**src/rtl/pc_sequencer_pkg.sv**
```systemverilog
// Shared types and width helpers for the program-counter sequencer and its
// return-address stack.
package pc_pkg;

  typedef enum logic [1:0] {
    SEL_SEQ = 2'd0,
    SEL_BR  = 2'd1,
    SEL_JMP = 2'd2,
    SEL_JR  = 2'd3
  } next_sel_t;

  // ras_count must represent 0..RAS_DEPTH inclusive
  function automatic int cnt_w(input int depth);
    return $clog2(depth + 1);
  endfunction

endpackage

```
**src/rtl/pc_sequencer_if.sv**
```systemverilog
// Control inputs from decode/execute and PC/RAS observation outputs,
// bundled between the sequencer (slave) and whoever drives it (master).
interface pc_sequencer_if
  import pc_pkg::*;
#(
  parameter int PC_W      = 14,
  parameter int RAS_DEPTH = 4
);

  logic                          stall;
  logic                          jump;
  logic                          jal;
  logic                          jr;
  logic                          beq;
  logic                          bne;
  logic                          zero;
  logic [31:0]                   rs;
  logic [25:0]                   adress;
  logic [31:0]                   ext_immed;
  logic [PC_W-1:0]               pc;
  logic [31:0]                   pc_plus1;
  logic [PC_W-1:0]               ras_top;
  logic [cnt_w(RAS_DEPTH)-1:0]   ras_count;
  logic                          jr_mispredict;
  logic                          ras_overflow;
  logic                          ras_underflow;

  modport master (
    output stall, jump, jal, jr, beq, bne, zero, rs, adress, ext_immed,
    input  pc, pc_plus1, ras_top, ras_count, jr_mispredict,
           ras_overflow, ras_underflow
  );

  modport slave (
    input  stall, jump, jal, jr, beq, bne, zero, rs, adress, ext_immed,
    output pc, pc_plus1, ras_top, ras_count, jr_mispredict,
           ras_overflow, ras_underflow
  );

endinterface

```
**src/rtl/pc_sequencer_ras_stack.sv**
```systemverilog
// Circular return-address stack: push writes above the top pointer, pop
// lowers it; when full a push silently overwrites the oldest slot.
module ras_stack
  import pc_pkg::*;
#(
  parameter int PC_W      = 14,
  parameter int RAS_DEPTH = 4
) (
  input  logic                        clk,
  input  logic                        reset,
  input  logic                        push,
  input  logic                        pop,
  input  logic [PC_W-1:0]             push_data,
  output logic [PC_W-1:0]             top,
  output logic [cnt_w(RAS_DEPTH)-1:0] count,
  output logic                        overflow,
  output logic                        underflow
);

  localparam int PTR_W = $clog2(RAS_DEPTH);
  localparam int CNT_W = cnt_w(RAS_DEPTH);

  logic [PC_W-1:0]  mem [RAS_DEPTH];
  logic [PTR_W-1:0] top_ptr;
  logic [PTR_W-1:0] wr_ptr;
  logic             empty;
  logic             full;
  logic             do_push;

  assign empty   = (count == '0);
  assign full    = (count == CNT_W'(RAS_DEPTH));
  assign wr_ptr  = top_ptr + 1'b1;
  assign do_push = push & ~pop;

  assign top       = empty ? '0 : mem[top_ptr];
  assign overflow  = do_push & full;
  assign underflow = pop & empty;

  always_ff @(posedge clk) begin
    if (reset) begin
      top_ptr <= '0;
      count   <= '0;
    end else if (pop) begin
      if (!empty) begin
        top_ptr <= top_ptr - 1'b1;
        count   <= count - 1'b1;
      end
    end else if (push) begin
      top_ptr <= wr_ptr;
      if (!full) count <= count + 1'b1;
    end
  end

  // Storage is not reset; the count alone decides which entries are valid.
  always_ff @(posedge clk) begin
    if (!reset && do_push) mem[wr_ptr] <= push_data;
  end

endmodule

```
**src/rtl/pc_sequencer.sv**
```systemverilog
// Registered PC with next-PC selection (seq/branch/jump/jr), stall hold, and
// a return-address stack that predicts jr targets.
module pc_sequencer
  import pc_pkg::*;
#(
  parameter int              PC_W      = 14,
  parameter logic [PC_W-1:0] RESET_PC  = '0,
  parameter int              RAS_DEPTH = 4
) (
  input logic           clk,
  input logic           reset,
  pc_sequencer_if.slave bus
);

  logic [PC_W-1:0] pc_q;
  logic [PC_W-1:0] pc_next;
  next_sel_t       sel;
  logic [31:0]     pc_ext;
  logic [31:0]     pc_inc;
  logic [31:0]     br_sum;
  logic [31:0]     jmp_ext;
  logic            taken;
  logic            commit;
  logic            push;
  logic            pop;
  logic [PC_W-1:0] ras_top;
  logic            ras_empty;
  logic            ovf_strobe;
  logic            unf_strobe;
  logic            mispredict_q;
  logic            overflow_q;
  logic            underflow_q;
  logic            unused_ok;

  // All address arithmetic is 32-bit with pc zero-extended, then truncated.
  assign pc_ext  = 32'(pc_q);
  assign pc_inc  = pc_ext + 32'd1;
  assign br_sum  = pc_inc + bus.ext_immed;
  assign jmp_ext = 32'(bus.adress);
  assign taken   = (bus.beq & bus.zero) | (bus.bne & ~bus.zero);
  assign commit  = ~bus.stall;

  always_comb begin
    sel     = SEL_SEQ;
    pc_next = pc_inc[PC_W-1:0];
    if (bus.jr) begin
      sel     = SEL_JR;
      pc_next = bus.rs[PC_W-1:0];
    end else if (bus.jump | bus.jal) begin
      sel     = SEL_JMP;
      pc_next = jmp_ext[PC_W-1:0];
    end else if (taken) begin
      sel     = SEL_BR;
      pc_next = br_sum[PC_W-1:0];
    end
  end

  // jr beats jal in the same cycle: the stack only pops.
  assign pop  = commit & (sel == SEL_JR);
  assign push = commit & (sel == SEL_JMP) & bus.jal;

  ras_stack #(
    .PC_W      (PC_W),
    .RAS_DEPTH (RAS_DEPTH)
  ) u_ras (
    .clk       (clk),
    .reset     (reset),
    .push      (push),
    .pop       (pop),
    .push_data (pc_inc[PC_W-1:0]),
    .top       (ras_top),
    .count     (bus.ras_count),
    .overflow  (ovf_strobe),
    .underflow (unf_strobe)
  );

  assign ras_empty = (bus.ras_count == '0);

  always_ff @(posedge clk) begin
    if (reset) begin
      pc_q         <= RESET_PC;
      mispredict_q <= 1'b0;
      overflow_q   <= 1'b0;
      underflow_q  <= 1'b0;
    end else begin
      if (commit) pc_q <= pc_next;
      mispredict_q <= pop & (ras_empty | (ras_top != bus.rs[PC_W-1:0]));
      overflow_q   <= overflow_q | ovf_strobe;
      underflow_q  <= underflow_q | unf_strobe;
    end
  end

  assign bus.pc            = pc_q;
  assign bus.pc_plus1      = pc_inc;
  assign bus.ras_top       = ras_top;
  assign bus.jr_mispredict = mispredict_q;
  assign bus.ras_overflow  = overflow_q;
  assign bus.ras_underflow = underflow_q;

  assign unused_ok = ^{bus.rs, bus.adress, br_sum, jmp_ext};

endmodule

```
**src/flat_wrapper.sv**
```systemverilog
// flat-port wrapper written by rule: the top's interface ports become plain ports
module pc_sequencer_flat import pc_pkg::*;
#(
  parameter int              PC_W      = 14,
  parameter logic [PC_W-1:0] RESET_PC  = '0,
  parameter int              RAS_DEPTH = 4
)
  (clk, reset, bus_stall, bus_jump, bus_jal, bus_jr, bus_beq, bus_bne, bus_zero, bus_rs, bus_adress, bus_ext_immed, bus_pc, bus_pc_plus1, bus_ras_top, bus_ras_count, bus_jr_mispredict, bus_ras_overflow, bus_ras_underflow);
  pc_sequencer_if #(.PC_W(PC_W), .RAS_DEPTH(RAS_DEPTH)) bus_i ();
  input logic clk;
  input logic reset;
  input wire logic [$bits(bus_i.stall)-1:0] bus_stall;
  input wire logic [$bits(bus_i.jump)-1:0] bus_jump;
  input wire logic [$bits(bus_i.jal)-1:0] bus_jal;
  input wire logic [$bits(bus_i.jr)-1:0] bus_jr;
  input wire logic [$bits(bus_i.beq)-1:0] bus_beq;
  input wire logic [$bits(bus_i.bne)-1:0] bus_bne;
  input wire logic [$bits(bus_i.zero)-1:0] bus_zero;
  input wire logic [$bits(bus_i.rs)-1:0] bus_rs;
  input wire logic [$bits(bus_i.adress)-1:0] bus_adress;
  input wire logic [$bits(bus_i.ext_immed)-1:0] bus_ext_immed;
  output wire logic [$bits(bus_i.pc)-1:0] bus_pc;
  output wire logic [$bits(bus_i.pc_plus1)-1:0] bus_pc_plus1;
  output wire logic [$bits(bus_i.ras_top)-1:0] bus_ras_top;
  output wire logic [$bits(bus_i.ras_count)-1:0] bus_ras_count;
  output wire logic [$bits(bus_i.jr_mispredict)-1:0] bus_jr_mispredict;
  output wire logic [$bits(bus_i.ras_overflow)-1:0] bus_ras_overflow;
  output wire logic [$bits(bus_i.ras_underflow)-1:0] bus_ras_underflow;
  assign bus_i.stall = bus_stall;
  assign bus_i.jump = bus_jump;
  assign bus_i.jal = bus_jal;
  assign bus_i.jr = bus_jr;
  assign bus_i.beq = bus_beq;
  assign bus_i.bne = bus_bne;
  assign bus_i.zero = bus_zero;
  assign bus_i.rs = bus_rs;
  assign bus_i.adress = bus_adress;
  assign bus_i.ext_immed = bus_ext_immed;
  assign bus_pc = bus_i.pc;
  assign bus_pc_plus1 = bus_i.pc_plus1;
  assign bus_ras_top = bus_i.ras_top;
  assign bus_ras_count = bus_i.ras_count;
  assign bus_jr_mispredict = bus_i.jr_mispredict;
  assign bus_ras_overflow = bus_i.ras_overflow;
  assign bus_ras_underflow = bus_i.ras_underflow;
  pc_sequencer #(.PC_W(PC_W), .RESET_PC(RESET_PC), .RAS_DEPTH(RAS_DEPTH)) u_core (.clk(clk), .reset(reset), .bus(bus_i));
endmodule
```
**config.mk**
```make
export PLATFORM = sky130hd
export DESIGN_NAME = pc_sequencer_flat
export DESIGN_NICKNAME = d
export VERILOG_FILES = /design/src/rtl/pc_sequencer_pkg.sv /design/src/rtl/pc_sequencer_if.sv /design/src/rtl/pc_sequencer_ras_stack.sv /design/src/rtl/pc_sequencer.sv /design/src/flat_wrapper.sv
export SDC_FILE = /design/constraint.sdc
export NUM_CORES = 1
export LEC_CHECK = 0
export BUFFER_PORTS_ARGS = -buffer_cell sky130_fd_sc_hd__buf_4
export CORE_ASPECT_RATIO = 0.9
export CORE_UTILIZATION = 55
export CTS_CLUSTER_DIAMETER = 150
export DETAILED_ROUTE_END_ITERATION = 10
export PLACE_DENSITY_LB_ADDON = 0.08
export SYNTH_ARGS = -nofsm -noshare
export SYNTH_HDL_FRONTEND = slang
export SYNTH_SLANG_ARGS = --single-unit
```
**constraint.sdc**
```tcl
create_clock -name clk -period 5 [get_ports clk]
set_input_delay 0.5 -clock clk [delete_from_list [all_inputs] [get_ports clk]]
set_output_delay 0.5 -clock clk [all_outputs]
set_load 0.02 [all_outputs]
```
==> reports/results.md <==
• **clock latency on the worst-skew pair** 350 ps
• **worst-case clock skew** 6.948 ps
• **vias per cell** 5.866
• **Layout fillers** 683
• **fraction of layout instances using a drive strength above 1** 22.79%
• **H-tree levels** 3
• **proportion of synthesized chip area in sequential cells** 44.39%
• **crit path kind** flip-flop to flip-flop
• **number of distinct library cell variants in the gate-level netlist after synthesis** 60
• **outcome** completed
• **Tot GR Track Use** 29.12%
• **number of synthesized flops with an enable pin** 56
• **clock input transition at the sequential cells of the worst setup and hold paths** 90 ps
• **worst-margin pin slew** 1233 ps
• **post-place instance area** 5607 um2
• **final wirelength** 12.86 mm
• **area of the mapped netlist** 4871 um2
• **post-CTS setup buffer count** 0
• **number of DRC markers in iteration 0** 328
• **Ys Warns** 0
• **antenna-violating nets left** 0
• **hold path startpoint** bus_rs[9]
• **PwrDens** 295.4 nW/um2
• **routability congestion estimate** 0.8962
• **r2r setup slk** 1280 ps
• **count of standard-cell rows** 32
• **library cell with the largest summed area after synthesis** sky130_fd_sc_hd__edfxtp_1
• **CORE AREA** 8568 um2
• **hold violation count in the final report** 0
• **buffer depth of the longest clock path** 2
• **Hold Crit Depth** 3
• **peak clock frequency supported by timing** 268.9 MHz
• **Rel. slew slack** 15.47%
• **asr flop ratio synth** 0%
• **post-route minimum period** 3719 ps
• **CTS tree** built
• **vias in the first global route** 3,838
• **tightest hold margin** 416.0 ps
• **startpoint types** flip-flop
• **total leakage power** 0.002379 uW
• **setup repair after global routing missed its margin** no
• **pins over their slew limit** 0
• **cell area after layout** 5793 um2
• **final non-filler cell total** 685
• **Pre-Repair DR Iteration Count** 6
• **ports placed on the boundary** 165
• **total DRC errors in the routed layout** 0
• **width of the die** 101.2 um
• **Yosys reg bits** 80
• **layout net count** 685
• **arrival time worst endpoint** 3970 ps
• **number of antenna violations at the first check in global routing** 0
• **die area** 9238 um2
• **clock buffer count from CTS** 9
• **start point of the critical path** u_core.bus.pc[2]$_SDFFE_PP0N_
• **clk root buf** sky130_fd_sc_hd__clkbuf_8
• **Max FO, Critical Path** 8
• **Synth Instances** 470
• **PostCTS Resize Cnt** 0
• **total overflow reported by the global router** 0
• **Num Clock Sinks** 80
• **placed wire-length estimate** 9.378 mm
• **required time at the endpoint of the critical path** 5250 ps
• **final setup violation count** 0
• **global-route wire length before repair** 19.99 mm
• **Max-cap violations** 0
• **type of element capturing the critical path** flip-flop
• **final clock period utilization by the worst path** 74.38%
• **hold buffer count at cts** 0
• **number of cell instances on the worst register-to-register path** 12
• **pin count of the biggest net entering global routing** 34
• **starting density of the core** 56.85%
• **number of buffer cells added on primary ports** 99
• **area growth from synthesis to layout** 18.93%
• **DR vias** 4,018
• **synthesized area divided by synthesized cell count** 10.36 um2
• **Reg2Reg Capture Point** u_core.bus.pc[13]$_SDFFE_PP0N_
• **maximum VDD drop** 0.1783 mV
• **Setup TNS** 0 ps
• **detail-routed net length per standard cell** 18.78 um
• **die height** 91.28 um
• **instance count after placement with tap cells included** 669
• **primary flip-flop cell chosen by synthesis mapping** sky130_fd_sc_hd__edfxtp_1
• **worst hold path endpoint** u_core.bus.pc[9]$_SDFFE_PP0N_
• **post-synth top area share** 34.52%
• **Worst Hold Class** primary input to flip-flop
• **Reg2Reg Launch Point** u_core.bus.pc[2]$_SDFFE_PP0N_
• **antenna diode count** 0
• **main area contributors after synthesis** sky130_fd_sc_hd__edfxtp_1, sky130_fd_sc_hd__dfxtp_1, sky130_fd_sc_hd__ha_1
[through the flow]
stage	setup slack, ps	power, uW	utilization [%]
after floorplan	1754	1100	-
after detailed placement	1365	1266	65.44
after global routing	1016	1787	67.61
after global placement	1435	1253	65.44
final	1281	1711	67.61
after CTS	1321	1710	67.61
[where the power goes]
group | switching (uW) | leakage [uW] | internal [uW] | total [uW]
Clock | 260 | 0.0000984 | 193 | 452
Sequential | 38.1 | 0.000712 | 733 | 771
Combinational | 287 | 0.00157 | 201 | 488
Total | 584 | 0.00238 | 1130 | 1710
[synth_stat cells, types with 3 or more instances]
master	count
sky130_fd_sc_hd__a221oi_1	4
sky130_fd_sc_hd__dfxtp_1	24
sky130_fd_sc_hd__nor3b_1	3
sky130_fd_sc_hd__nand3_1	14
sky130_fd_sc_hd__buf_4	18
sky130_fd_sc_hd__a31oi_1	6
sky130_fd_sc_hd__clkbuf_1	13
sky130_fd_sc_hd__ha_1	23
sky130_fd_sc_hd__a311oi_1	5
sky130_fd_sc_hd__edfxtp_1	56
sky130_fd_sc_hd__xnor2_1	21
sky130_fd_sc_hd__nor2_1	46
sky130_fd_sc_hd__a21oi_1	27
sky130_fd_sc_hd__inv_1	16
sky130_fd_sc_hd__nand2_1	41
sky130_fd_sc_hd__mux4_2	5
sky130_fd_sc_hd__xor2_1	10
sky130_fd_sc_hd__o221a_2	3
sky130_fd_sc_hd__nand4_1	6
sky130_fd_sc_hd__and2_1	14
sky130_fd_sc_hd__a211oi_1	10
sky130_fd_sc_hd__a21o_1	4
sky130_fd_sc_hd__o21ai_0	29
sky130_fd_sc_hd__nor3_1	10
sky130_fd_sc_hd__mux4_1	7
sky130_fd_sc_hd__mux2i_1	8
sky130_fd_sc_hd__and4_1	3
sky130_fd_sc_hd__and3_1	4
[worst max-delay path, stage by stage, from the launching register on]
cell and delay [ps]:
sky130_fd_sc_hd__dfxtp_1 460, sky130_fd_sc_hd__nand3_1 180, sky130_fd_sc_hd__nor2_1 360, sky130_fd_sc_hd__and2_1 210
sky130_fd_sc_hd__xor2_1 590, sky130_fd_sc_hd__ha_1 430, sky130_fd_sc_hd__o21a_1 220, sky130_fd_sc_hd__o211ai_1 240
sky130_fd_sc_hd__or4_1 150, sky130_fd_sc_hd__o311ai_0 110, sky130_fd_sc_hd__nor3_1 380, sky130_fd_sc_hd__mux2i_1 240
sky130_fd_sc_hd__nand2_1 60
[metal layers]
metal  wire length (um)  track usage [%]
met1               5652            41.71
met2               5961            44.95
met3                956            4.773
met4                292            9.541
met5                  0                0
[cell type report]
type	count	area, um2	share of cell area [%]
timing repair buffer	100	750.7	12.96
clock inverter	7	62.56	1.080
multi-input combinational	353	2481	42.83
tap	119	148.9	2.570
inverter	17	63.81	1.102
sequential	80	2162	37.32
clock buffer	9	123.9	2.138
[worst max path at each step]
stage          slack [ps]  depth (start not counted)                        endpoint
2_1_floorplan        1750                         12  u_core.bus.pc[13]$_SDFFE_PP0N_
3_3_place_gp         1430                         12  u_core.bus.pc[13]$_SDFFE_PP0N_
3_5_place_dp         1370                         12  u_core.bus.pc[13]$_SDFFE_PP0N_
4_1_cts              1320                         12  u_core.bus.pc[13]$_SDFFE_PP0N_
5_1_grt              1020                         12  u_core.bus.pc[13]$_SDFFE_PP0N_
6_report             1280                         12  u_core.bus.pc[13]$_SDFFE_PP0N_
[cell usage in the layout (no fill, tap or decap), types with 4 or more instances in the layout]
| master | instances |
|---|---|
| sky130_fd_sc_hd__dfxtp_1 | 24 |
| sky130_fd_sc_hd__a21o_1 | 4 |
| sky130_fd_sc_hd__ha_1 | 23 |
| sky130_fd_sc_hd__a211oi_1 | 10 |
| sky130_fd_sc_hd__xnor2_1 | 21 |
| sky130_fd_sc_hd__o21ai_0 | 29 |
| sky130_fd_sc_hd__nand2_1 | 41 |
| sky130_fd_sc_hd__nor2_1 | 46 |
| sky130_fd_sc_hd__edfxtp_1 | 56 |
| sky130_fd_sc_hd__and3_1 | 4 |
| sky130_fd_sc_hd__mux2i_1 | 8 |
| sky130_fd_sc_hd__clkbuf_8 | 9 |
| sky130_fd_sc_hd__xor2_1 | 10 |
| sky130_fd_sc_hd__nor3_1 | 10 |
| sky130_fd_sc_hd__a221oi_1 | 4 |
| sky130_fd_sc_hd__a21oi_1 | 27 |
| sky130_fd_sc_hd__nand3_1 | 14 |
| sky130_fd_sc_hd__and2_1 | 14 |
| sky130_fd_sc_hd__nand4_1 | 6 |
| sky130_fd_sc_hd__mux4_1 | 7 |
| sky130_fd_sc_hd__buf_4 | 100 |
| sky130_fd_sc_hd__a31oi_1 | 6 |
| sky130_fd_sc_hd__conb_1 | 17 |
| sky130_fd_sc_hd__mux4_2 | 5 |
| sky130_fd_sc_hd__inv_1 | 16 |
| sky130_fd_sc_hd__a311oi_1 | 5 |
[flip-flops by register name (all words and copies together) (netlist names), named ones only]
name and cells:
u_core.bus.jr_mispredict 1, u_core.bus.pc 14, u_core.bus.ras_overflow 1, u_core.bus.ras_underflow 1, u_core.u_ras.count 3, u_core.u_ras.mem 56
u_core.u_ras.top_ptr 2
[cells by family (layout without fill, tap and decap cells)]
kind of cell	count (synthesis)	in the layout	share of synthesized area, %
AND/OR/NAND/NOR	150	150	14.46
AO/OA/AOI/OAI	108	108	14.67
flip-flops	80	80	44.39
buffers and inverters	53	133	5.908
XOR/XNOR	31	31	5.574
adder cells (fa/ha/maj)	25	25	6.730
multiplexers	22	22	8.194
other	1	17	0.07699
(Power assumes the default switching activity.)
